==> src/rtl/alu_pkg.sv <==
// Shared definitions for the sequential ALU: opcodes, FSM states and flag layout.
package alu_pkg;

  typedef enum logic [2:0] {
    OP_ADD  = 3'd0,
    OP_SUB  = 3'd1,
    OP_AND  = 3'd2,
    OP_OR   = 3'd3,
    OP_XOR  = 3'd4,
    OP_NAND = 3'd5,
    OP_SHL  = 3'd6,
    OP_MUL  = 3'd7
  } op_e;

  typedef enum logic [1:0] {
    S_IDLE = 2'd0,
    S_MUL  = 2'd1,
    S_DONE = 2'd2
  } state_e;

  localparam int unsigned FLAG_Z    = 0;
  localparam int unsigned FLAG_N    = 1;
  localparam int unsigned FLAG_V    = 2;
  localparam int unsigned FLAG_C    = 3;
  localparam int unsigned NUM_FLAGS = 4;

  // Bit order matches the flag register's packed input: {C, V, N, Z}.
  typedef struct packed {
    logic c;
    logic v;
    logic n;
    logic z;
  } flags_t;

  function automatic flags_t make_flags(input logic n, input logic v,
                                        input logic c, input logic z);
    flags_t f;
    f         = '0;
    f[FLAG_N] = n;
    f[FLAG_V] = v;
    f[FLAG_C] = c;
    f[FLAG_Z] = z;
    return f;
  endfunction

endpackage

==> src/rtl/alu_mul_seq.sv <==
// Shift-add unsigned multiplier datapath, one partial product per step; sequenced by alu_seq.
module alu_mul_seq
  import alu_pkg::*;
#(
  parameter int unsigned WIDTH = 16
) (
  input  logic                 clk,
  input  logic                 rst_n,
  input  logic                 load,
  input  logic                 step,
  input  logic [WIDTH-1:0]     a,
  input  logic [WIDTH-1:0]     b,
  output logic [2*WIDTH-1:0]   product_c,
  output logic                 last_c
);

  localparam int unsigned PW    = 2 * WIDTH;
  localparam int unsigned CNT_W = $clog2(WIDTH);

  logic [PW-1:0]    acc_q,    acc_d;
  logic [PW-1:0]    mcand_q,  mcand_d;
  logic [WIDTH-1:0] mplier_q, mplier_d;
  logic [CNT_W-1:0] cnt_q,    cnt_d;

  // Multiplicand walks left while the multiplier walks right, so bit 0 always selects the add.
  always_comb begin
    acc_d    = acc_q;
    mcand_d  = mcand_q;
    mplier_d = mplier_q;
    cnt_d    = cnt_q;
    if (load) begin
      acc_d    = '0;
      mcand_d  = PW'(a);
      mplier_d = b;
      cnt_d    = '0;
    end else if (step) begin
      if (mplier_q[0]) begin
        acc_d = acc_q + mcand_q;
      end
      mcand_d  = mcand_q << 1;
      mplier_d = mplier_q >> 1;
      cnt_d    = cnt_q + CNT_W'(1);
    end
  end

  // Next accumulator value is exposed so the top can register the final product on the last step.
  assign product_c = acc_d;
  assign last_c    = step && (cnt_q == CNT_W'(WIDTH - 1));

  always_ff @(posedge clk or negedge rst_n) begin
    if (!rst_n) begin
      acc_q    <= '0;
      mcand_q  <= '0;
      mplier_q <= '0;
      cnt_q    <= '0;
    end else begin
      acc_q    <= acc_d;
      mcand_q  <= mcand_d;
      mplier_q <= mplier_d;
      cnt_q    <= cnt_d;
    end
  end

endmodule

==> src/rtl/alu_seq.sv <==
// Multi-cycle ALU with start/busy/done handshake; drives result, NVCZ flags and the flag write-enable.
module alu_seq
  import alu_pkg::*;
#(
  parameter int unsigned WIDTH = 16
) (
  input  logic             clk,
  input  logic             rst_n,
  input  logic             start,
  input  logic [2:0]       op,
  input  logic [WIDTH-1:0] a,
  input  logic [WIDTH-1:0] b,
  output logic             busy,
  output logic             done,
  output logic [WIDTH-1:0] result,
  output logic             negative,
  output logic             overflow,
  output logic             carry,
  output logic             zero,
  output logic             flag_we
);

  localparam int unsigned PW  = 2 * WIDTH;
  localparam int unsigned MSB = WIDTH - 1;

  state_e           state_q,  state_d;
  logic             busy_q,   busy_d;
  logic             done_q,   done_d;
  logic [WIDTH-1:0] result_q, result_d;
  flags_t           flags_q,  flags_d;

  logic             mul_load_c;
  logic             mul_step_c;
  logic [PW-1:0]    product_c;
  logic             mul_last_c;
  logic             mul_hi_c;

  logic [WIDTH-1:0] b_eff_c;
  logic [WIDTH:0]   sum_c;
  logic [WIDTH-1:0] alu_res_c;
  logic             alu_carry_c;
  logic             alu_ovf_c;

  alu_mul_seq #(.WIDTH(WIDTH)) u_mul (
    .clk       (clk),
    .rst_n     (rst_n),
    .load      (mul_load_c),
    .step      (mul_step_c),
    .a         (a),
    .b         (b),
    .product_c (product_c),
    .last_c    (mul_last_c)
  );

  // Single-cycle ops; SUB reuses the adder as a + ~b + 1 so carry means "no borrow".
  always_comb begin
    b_eff_c     = (op == OP_SUB) ? ~b : b;
    sum_c       = {1'b0, a} + {1'b0, b_eff_c} + (WIDTH+1)'(op == OP_SUB);
    alu_res_c   = '0;
    alu_carry_c = 1'b0;
    alu_ovf_c   = 1'b0;
    case (op_e'(op))
      OP_ADD, OP_SUB: begin
        alu_res_c   = sum_c[WIDTH-1:0];
        alu_carry_c = sum_c[WIDTH];
        alu_ovf_c   = (a[MSB] == b_eff_c[MSB]) && (sum_c[MSB] != a[MSB]);
      end
      OP_AND:  alu_res_c = a & b;
      OP_OR:   alu_res_c = a | b;
      OP_XOR:  alu_res_c = a ^ b;
      OP_NAND: alu_res_c = ~(a & b);
      OP_SHL: begin
        alu_res_c   = {a[WIDTH-2:0], 1'b0};
        alu_carry_c = a[MSB];
      end
      OP_MUL: ;
      default: ;
    endcase
  end

  assign mul_hi_c = |product_c[PW-1:WIDTH];

  // Next-state and registered-output logic.
  always_comb begin
    state_d    = state_q;
    result_d   = result_q;
    flags_d    = flags_q;
    mul_load_c = 1'b0;
    mul_step_c = 1'b0;
    case (state_q)
      S_IDLE: begin
        if (start) begin
          if (op == OP_MUL) begin
            mul_load_c = 1'b1;
            state_d    = S_MUL;
          end else begin
            result_d = alu_res_c;
            flags_d  = make_flags(alu_res_c[MSB], alu_ovf_c, alu_carry_c, alu_res_c == '0);
            state_d  = S_DONE;
          end
        end
      end
      S_MUL: begin
        mul_step_c = 1'b1;
        if (mul_last_c) begin
          result_d = product_c[WIDTH-1:0];
          flags_d  = make_flags(product_c[MSB], mul_hi_c, mul_hi_c,
                                product_c[WIDTH-1:0] == '0);
          state_d  = S_DONE;
        end
      end
      S_DONE:  state_d = S_IDLE;
      default: state_d = S_IDLE;
    endcase
    busy_d = (state_d == S_MUL);
    done_d = (state_d == S_DONE);
  end

  always_ff @(posedge clk or negedge rst_n) begin
    if (!rst_n) begin
      state_q  <= S_IDLE;
      busy_q   <= 1'b0;
      done_q   <= 1'b0;
      result_q <= '0;
      flags_q  <= '0;
    end else begin
      state_q  <= state_d;
      busy_q   <= busy_d;
      done_q   <= done_d;
      result_q <= result_d;
      flags_q  <= flags_d;
    end
  end

  assign busy     = busy_q;
  assign done     = done_q;
  assign flag_we  = done_q;
  assign result   = result_q;
  assign negative = flags_q.n;
  assign overflow = flags_q.v;
  assign carry    = flags_q.c;
  assign zero     = flags_q.z;

endmodule

==> config.mk <==
export PLATFORM = sky130hd
export DESIGN_NAME = alu_seq
export DESIGN_NICKNAME = d
export VERILOG_FILES = /design/src/rtl/alu_pkg.sv /design/src/rtl/alu_mul_seq.sv /design/src/rtl/alu_seq.sv
export SDC_FILE = /design/constraint.sdc
export NUM_CORES = 1
export LEC_CHECK = 0
export CAP_MARGIN = 20
export CORE_ASPECT_RATIO = 1.4
export CORE_MARGIN = 2
export CORE_UTILIZATION = 45
export CTS_BUF_LIST = sky130_fd_sc_hd__clkbuf_16
export DETAILED_ROUTE_END_ITERATION = 8
export HOLD_SLACK_MARGIN = 0.03
export MAX_ROUTING_LAYER = met4
export PLACE_DENSITY = 0.67
export SKIP_LAST_GASP = 1
export SYNTH_ARGS = -nofsm -noshare
export SYNTH_HDL_FRONTEND = slang
export SYNTH_SLANG_ARGS = --single-unit
==> constraint.sdc <==
create_clock -name clk -period 9.2 [get_ports clk]
set_input_delay 1.38 -clock clk [delete_from_list [all_inputs] [get_ports clk]]
set_output_delay 1.38 -clock clk [all_outputs]
set_load 0.01 [all_outputs]
==> Word-level counts from Yosys, hierarchy flattened <==
Index checks and enable logic that the tools add are counted.
{ "totals": {"inputBits": 38, "elab_cells": 77, "out_inout_bits": 23, "register_bits": 108} }
{ "classes": {"bitwise_logic": 5, "eq_ne": 16, "n_addsub": 4, "muxes": 29, "n_reduce_logical": 11} }
{ "ops": {"columns": ["operator", "n"], "rows": [
  ["$mux W32", 5],
  ["$mux W16", 6],
  ["$pmux W16 S6", 1],
  ["$add A32 B32 Y32", 1],
  ["$logic_not A16 Y1", 2],
  ["$not A16 Y16", 2],
  ["$pmux W16 S2", 1],
  ["$mux W4", 5],
  ["$add A16 B16 Y17", 1],
  ["$add A17 B1 Y17", 1],
  ["$and A16 B16 Y16", 1],
  ["$or A16 B16 Y16", 1],
  ["$reduce_or A16 Y1", 1],
  ["$xor A16 B16 Y16", 1],
  ["$eq A3 B3 Y1 const B", 4],
  ["$pmux W4 S2", 1],
  ["$eq A3 B2 Y1 const B", 2],
  ["$mux W2", 3],
  ["$ne A2 B2 Y1 const B", 3],
  ["$mux W1", 5],
  ["$add A4 B1 Y4 const B", 1],
  ["$eq A2 B1 Y1 const B", 2],
  ["$eq A4 B4 Y1 const B", 1],
  ["$pmux W2 S2", 1],
  ["11 further kinds", 13]
]} }

==> Logic depth before layout (Yosys ltp) <==
Gate-level depths: netlist (run 1).
{ "depth": {"word_depth": 10, "depth_mapped": 17, "depth_no_buf": 14} }

==> Modules after synthesis <==
A second synthesis (run 1) with hierarchy kept.
{ "unflattened": {"cells_unflattened": 1058, "area_unflattened_um2": 8779.7} }
{ "by_module_without_submodules": {"columns": ["module", "instances", "cells_per_inst", "area_per_inst_um2"], "rows": [
  ["alu_mul_seq", 1, 598, 5325.1],
  ["alu_seq", 1, 460, 3454.6]
]} }

==> Worst setup path before layout (run 1) <==
No wires, ideal clock.
{ "synth_timing": {"path_kind": "in2reg", "startpoint": "in op[2]", "endpoint": "reg flags_q, in the netlist zero", "required_time_ps": 9080, "stages": 17, "path_buffers": 3, "t_arrival_ps": 5035, "setup_time_ps": 120, "path_slack_ps": 4045, "cell_sequence": "buf_4 > nand2b_1 > clkbuf_1 > nor2_1 > clkbuf_1 > xnor2_1 > ha_1 > o211ai_1 > o21ai_1 > o31ai_1 > o311ai_1 > a21boi_1 > nor2_1 > and3_1 > nor3_1 > nor4_1 > a31o_1"} }
{ "synth_via": {"elab_chain_cells": 9, "word_cells_on_any_way": 25} }
{ "synth_rtl": {"columns": ["element", "line_no", "rtl"], "rows": [
  ["start: declaration", "alu_seq.sv:10", "input logic [2:0] op,"],
  ["$eq A3 B1 Y1", "alu_seq.sv:57, alu_seq.sv:58, alu_seq.sv:62", null],
  ["$mux W16", "alu_seq.sv:57", "b_eff_c = (op == OP_SUB) ? ~b : b;"],
  ["$add A16 B16 Y17", "alu_seq.sv:58", "sum_c = {1'b0, a} + {1'b0, b_eff_c} + (WIDTH+1)'(op == OP_SUB);"],
  ["$add A17 B1 Y17", "alu_seq.sv:58", null],
  ["$pmux W16 S6", "alu_seq.sv:62", "case (op_e'(op))"],
  ["$logic_not A16 Y1", "alu_seq.sv:98", "flags_d = make_flags(alu_res_c[MSB], alu_ovf_c, alu_carry_c, alu_res_c == '0);"],
  ["$mux W4", "alu_seq.sv:93", "if (op == OP_MUL) begin"],
  ["$mux W4", "alu_seq.sv:92", "if (start) begin"],
  ["$pmux W4 S2", "alu_seq.sv:90", "case (state_q)"],
  ["end signal: assignment", "alu_seq.sv:131", "flags_q <= flags_d;"],
  ["end: declaration", "alu_seq.sv:30", "flags_t flags_q, flags_d;"]
]} }
Parallel ways exist; a longest one is shown, timed or not. The select of a mux whose other input is x is not followed.
A chain may end at the register's enable or synchronous reset.

==> Final worst setup path (run 1) <==
Same ends and word-level chain as after synthesis.

==> flow_summary.toml, run 1 <==
[synthesis]
ys.flop_type = "dfrtp_1"
synth_cells = 1099
synth_edf_count = 0
syn-cell-area_mm2 = 0.00880
avgSynthCellArea_um2 = 8.01
async_flop_share_pct = 100
ys_seq_area_share_pct = 30.4
synth-seq-cells = 107
syn_nets = 1221
yosys_warnings = 0
ys_types = 79

[floorplan]
num_rows = 60
start_util_pct = 45.8
die_w_um = 122
die_h_um = 169
die_area_mm2 = 0.0207
core-area_mm2 = 0.0192
io-pin-count = 61

[clocking]
postCtsSetupBuffers = 0
htree_levels = 3
clk_pin_slew_ns = 0.08
ctsLongestPathBuffers = 2
cts_buffers = 9
cts_tree = "done"
cts_hold_buf = 0
cts_sinks = 107
cts_resized = 0
clock_latency_ns = 0.37
root_buffer = "clkbuf_16"

[drt]
vias = 8168
final_antenna_net_count = 0
wl_per_cell_um = 19.3
drt_iter0_markers = 490
drc = 0
vias_per_cell = 5.95
wirelength_mm = 26.5
first_pass_iters = 6

[sta]
rsz0062_at_grt = "false"
final.setup.worst_slack_ns = 3.25
finalSetupViolations = 0
tns_ns = 0
fmax_ghz = 0.168
slew_headroom_pct = 46.9
tightest_slew_ns = 0.794
fin_crit_sh_pct = 64.6
skew_ns = 0.00781
fin_crit_ns = 5.95
finalHoldViolations = 0
drv_slew = 0

[finish]
ff_latch_area_mm2 = 0.00268
layout_commonest_cell = "nand2_1"
multi_input_area_mm2 = 0.00569
final_cell_mix = "198 x nand2_1, 107 x dfrtp_1, 85 x a21oi_1, 82 x ha_1"
finalNetCount = 1241
utilization_pct = 51.2
fillers = 1911
num_antenna_cells = 0
syn2layout_area_growth_pct = 11.8
final_layout_size_suffix_gt1_share_pct = 4.18

[setup_path]
path_cells = "clkdlybuf4s50_1, buf_4, nand2b_1, nor2_1, buf_4, xnor2_1, ha_1, a21o_1, a21oi_1, a31oi_1, a211oi_1, o211ai_2, and3_1, o31ai_1, nand4_1, nor4_1, a31o_1"
start_kind = "input pin"
worst-path-max-fanout = 38
cpMostUsedCell = "buf_4"
max_stage_delay_ns = 0.64
slowest_stage = "nand2b_1"
worst-setup-path-type = "in -> reg"
critPathRequiredTime_ns = 9.50
end_kind = "register"
arrival_ns = 6.25

[outcome]
outcome = "finished clean"

[grt]
grt_max_degree = 68
track_usage_pct = 27.0
grt_pass1_vias = 8136
grt_pass1_wl_mm = 42.7
overflow = 0
antenna_found_initial = 0

[power_and_ir_drop]
peakVddDrop_mv = 0.173
total_power_mw = 2.58
p_leak_nw = 4.49
powerDensity_mw_per_mm2 = 262

[hold_path]
hold_path.class = "reg -> reg"

[placed_design]
dp_worst_setup_slack_ns = 2.94
routabilityCongestion = 0.942
port_buffers = 60
hpwl_mm = 19.6

[flow_run]
drv_cap = 0
==> worst max-delay path, delay by kind of cell <==
family	cells	cell delay, ns
compound gates	7	1.89
xor+xnor	1	0.16
fa+ha+maj	1	0.36
buf+inv	3	1.13
simple gates	5	1.31
==> sequential cells by signal, summed over array words and instances, names as in the netlist <==
name,cells
u_mul.acc_q,32
u_mul.mcand_q,32
result,16
u_mul.mplier_q,16
u_mul.cnt_q,4
state_q,2
busy,1
carry,1
done,1
overflow,1
zero,1
==> cells in the mapped netlist (19+ instances only) <==
library cell	count	area share, %
nor2_1	75	3.2
a211oi_1	19	1.6
a31oi_1	19	1.4
nand2_1	198	8.4
xnor2_1	29	2.9
a21oi_1	85	4.8
ha_1	82	12
xor2_1	20	2.0
nand3_1	24	1.4
dfrtp_1	107	30
inv_1	47	2.0
o21ai_0	75	4.3
clkbuf_1	49	2.1
a21o_1	21	1.8
mux2i_1	25	2.8
==> kinds of logic after synthesis <==
kind of cell / synth area share (%)
AND/OR/NAND/NOR: 19.9
AO/OA/AOI/OAI: 24.5
buffers and inverters: 5.03
flip-flops: 30.4
adder cells (fa/ha/maj): 12.1
XOR/XNOR: 4.88
multiplexers: 3.23
==> area by class of cell <==
type                       instances  share of cell area [%]
clock inverter                     7                   0.661
inverter                          48                    1.83
timing repair buffer              73                    7.07
sequential                       107                    27.2
tap                              248                    3.15
clock buffer                       9                    2.29
multi-input combinational        880                    57.8
==> where the power goes <==
part / switching [mW] / internal [mW]
sequential: 0.174 / 0.668
clock: 0.199 / 0.189
combinational: 0.803 / 0.544
total: 1.18 / 1.40
==> worst paths after layout <==
path / startpoint / end / slack [ns] / cells past startpoint
min reg2reg: result[3] / result[3] / 0.48 / 2
min in group asynchronous: rst_n / u_mul.mcand_q[31] / 1.09 / 1
max reg2reg: u_mul.mcand_q[0] / carry / 5.20 / 13
min: result[3] / result[3] / 0.48 / 2
max: op[2] / zero / 3.25 / 17
max in group asynchronous: rst_n / u_mul.mplier_q[0] / 6.95 / 2
==> per-stage QoR <==
stage	hold slack (ns)	std cells	instance area, um^2
3_3_place_gp	0.464	1356	9550
6_report	0.484	1372	9840
4_1_cts	0.492	1372	9840
3_5_place_dp	0.474	1356	9550
2_1_floorplan	0.460	1099	8800
5_1_grt	0.519	1372	9840
==> per-layer routing <==
metal  track usage, %  up-vias  routed length [um]
li1                 -     3983                   -
met1             30.2     3924               10800
met2             47.4      202               13600
met3             3.02       59                 933
met4             12.6        0                1180
met5                -        -                   0
Power figures use the tool's default switching activity.
==> run 2, diff against run 1 <==
Settings changed: PLACE_DENSITY 0.67 to 0.69.
Clock period 9.2 ns to 4.85 ns, I/O delays scaled along.
==> run 2 against run 1 <==
Against the previous run: first-iteration DRC count up 12%; sequential cell count unchanged; global-route usage increased by 0.93 points; clock power rose by 90%; register-to-register slack worse by 4.3 ns; critical path depth decreased by 1; die area did not move; cell count up 0.51%; highest routed layer unchanged.
==> flow_summary.toml, run 2 (synthesized netlist as in run 1, its figures left out) <==
[grt]
met3_usage_pct = 2.52
antenna_found_initial = 0
grt_max_degree = 67
overflow = 0
gr-usage-met2_pct = 50.1
track_usage_pct = 27.9
grt_pass1_vias = 8351
gr-usage-met1_pct = 31.2
busiest_layer = "met2"
grt_pass1_wl_mm = 44.3

[setup_path]
worstSetupEndpoint = "zero"
crit-reg2reg-launch = "u_mul.mcand_q[0]"
worst-path-max-fanout = 13
end_kind = "register"
r2r_end = "carry"
arrival_ns = 4.43
start_kind = "input pin"
startpoint = "op[2]"
critPathRequiredTime_ns = 5.10
worst-setup-path-type = "in -> reg"
r2r_slack_ns = 0.86
reg2reg_depth = 13

[clocking]
ctsLongestPathBuffers = 2
htree_levels = 3
cts_tree = "done"
root_buffer = "clkbuf_16"
postCtsSetupBuffers = 0
cts_hold_buf = 0
clock_latency_ns = 0.36
cts_resized = 0
cts_buffers = 9
cts_sinks = 107
clk_pin_slew_ns = 0.08

[finish]
finalNetCount = 1248
num_antenna_cells = 0
utilization_pct = 51.5
final_layout_size_suffix_gt1_share_pct = 4.86
instances_no_fill = 1379
reg.largest.list = "u_mul.acc_q (32), u_mul.mcand_q (32)"
syn2layout_area_growth_pct = 12.4
layout_commonest_cell = "nand2_1"
final_cell_area_mm2 = 0.00989
final_cell_mix = "198 x nand2_1, 107 x dfrtp_1, 85 x a21oi_1, 82 x ha_1"

[floorplan]
start_util_pct = 45.8
die_h_um = 169
num_rows = 60
die_area_mm2 = 0.0207
core-area_mm2 = 0.0192
die_w_um = 122
io-pin-count = 61

[drt]
vias = 8245
first_pass_iters = 7
wirelength_mm = 26.8
drc = 0
wl_per_cell_um = 19.4
vias_per_cell = 5.98
drt_iter0_markers = 548
final_antenna_net_count = 0

[sta]
final.setup.worst_slack_ns = 0.666
fin_crit_ns = 4.18
slew_headroom_pct = 42.3
finalHoldViolations = 0
tns_ns = 0
skew_ns = 0.00852
fin_crit_sh_pct = 86.3
holdWs_ns = 0.477
tightest_slew_ns = 0.866
fmax_ghz = 0.239
rsz0062_at_grt = "false"
finalSetupViolations = 0
drv_slew = 0

[power_and_ir_drop]
powerDensity_mw_per_mm2 = 497
peakVddDrop_mv = 0.216
total_power_mw = 4.92
p_leak_nw = 4.52

[placed_design]
dp_cells = 1363
place_area_mm2 = 0.00961
hpwl_mm = 20.1
port_buffers = 60
dp_worst_setup_slack_ns = 0.358
routabilityCongestion = 0.993

[flow_run]
drv_cap = 0

[hold_path]
hold_path.class = "in -> async"

[outcome]
outcome = "finished clean"
## run 2: cell types whose count changed in the layout (fill, tap and decap cells not counted), sizes merged
cell	previous run	this run
clkinv	4	5
buf	14	21
inv	50	49
## run 2: area by class of cell
class	instances	area (um^2)
fill	1896	9330
clock inverter	7	61.3
tap	248	310
clock buffer	9	225
sequential	107	2680
multi-input combinational	880	5690
timing repair buffer	80	748
inverter	48	180
## run 2: worst min-delay path by stage
| stage | startpoint | end |
|---|---|---|
| final | rst_n | u_mul.mcand_q[31] |
| after global placement | result[1] | result[1] |
| after CTS | result[2] | result[2] |
| after global routing | result[2] | result[2] |
| after floorplan | rst_n | busy |
| after detailed placement | result[2] | result[2] |
## run 2: worst max-delay path, stage by stage
cell and delay, ns:
clkdlybuf4s50_1 0.43, nand2b_1 0.17, nor2_1 0.23, buf_4 0.31
xnor2_1 0.15, ha_1 0.31, o211ai_1 0.20, o21ai_1 0.14
o31ai_1 0.51, o311ai_1 0.23, a21boi_1 0.18, nor2_1 0.08
and3_1 0.17, nor3_1 0.26, nor4_1 0.10, a31o_1 0.23
## run 2: where the power goes
part / total (mW) / leakage [nW] / internal (mW) / switching (mW)
combinational: 2.59 / 3.00 / 1.04 / 1.55
clock: 0.738 / 0.139 / 0.359 / 0.380
sequential: 1.60 / 1.38 / 1.27 / 0.328
## run 2: routing by layer
layer  wire, um  share of wire, %
met5          0                 0
met4       1190               4.4
met3        910               3.4
met2      13900                52
met1      10800                40
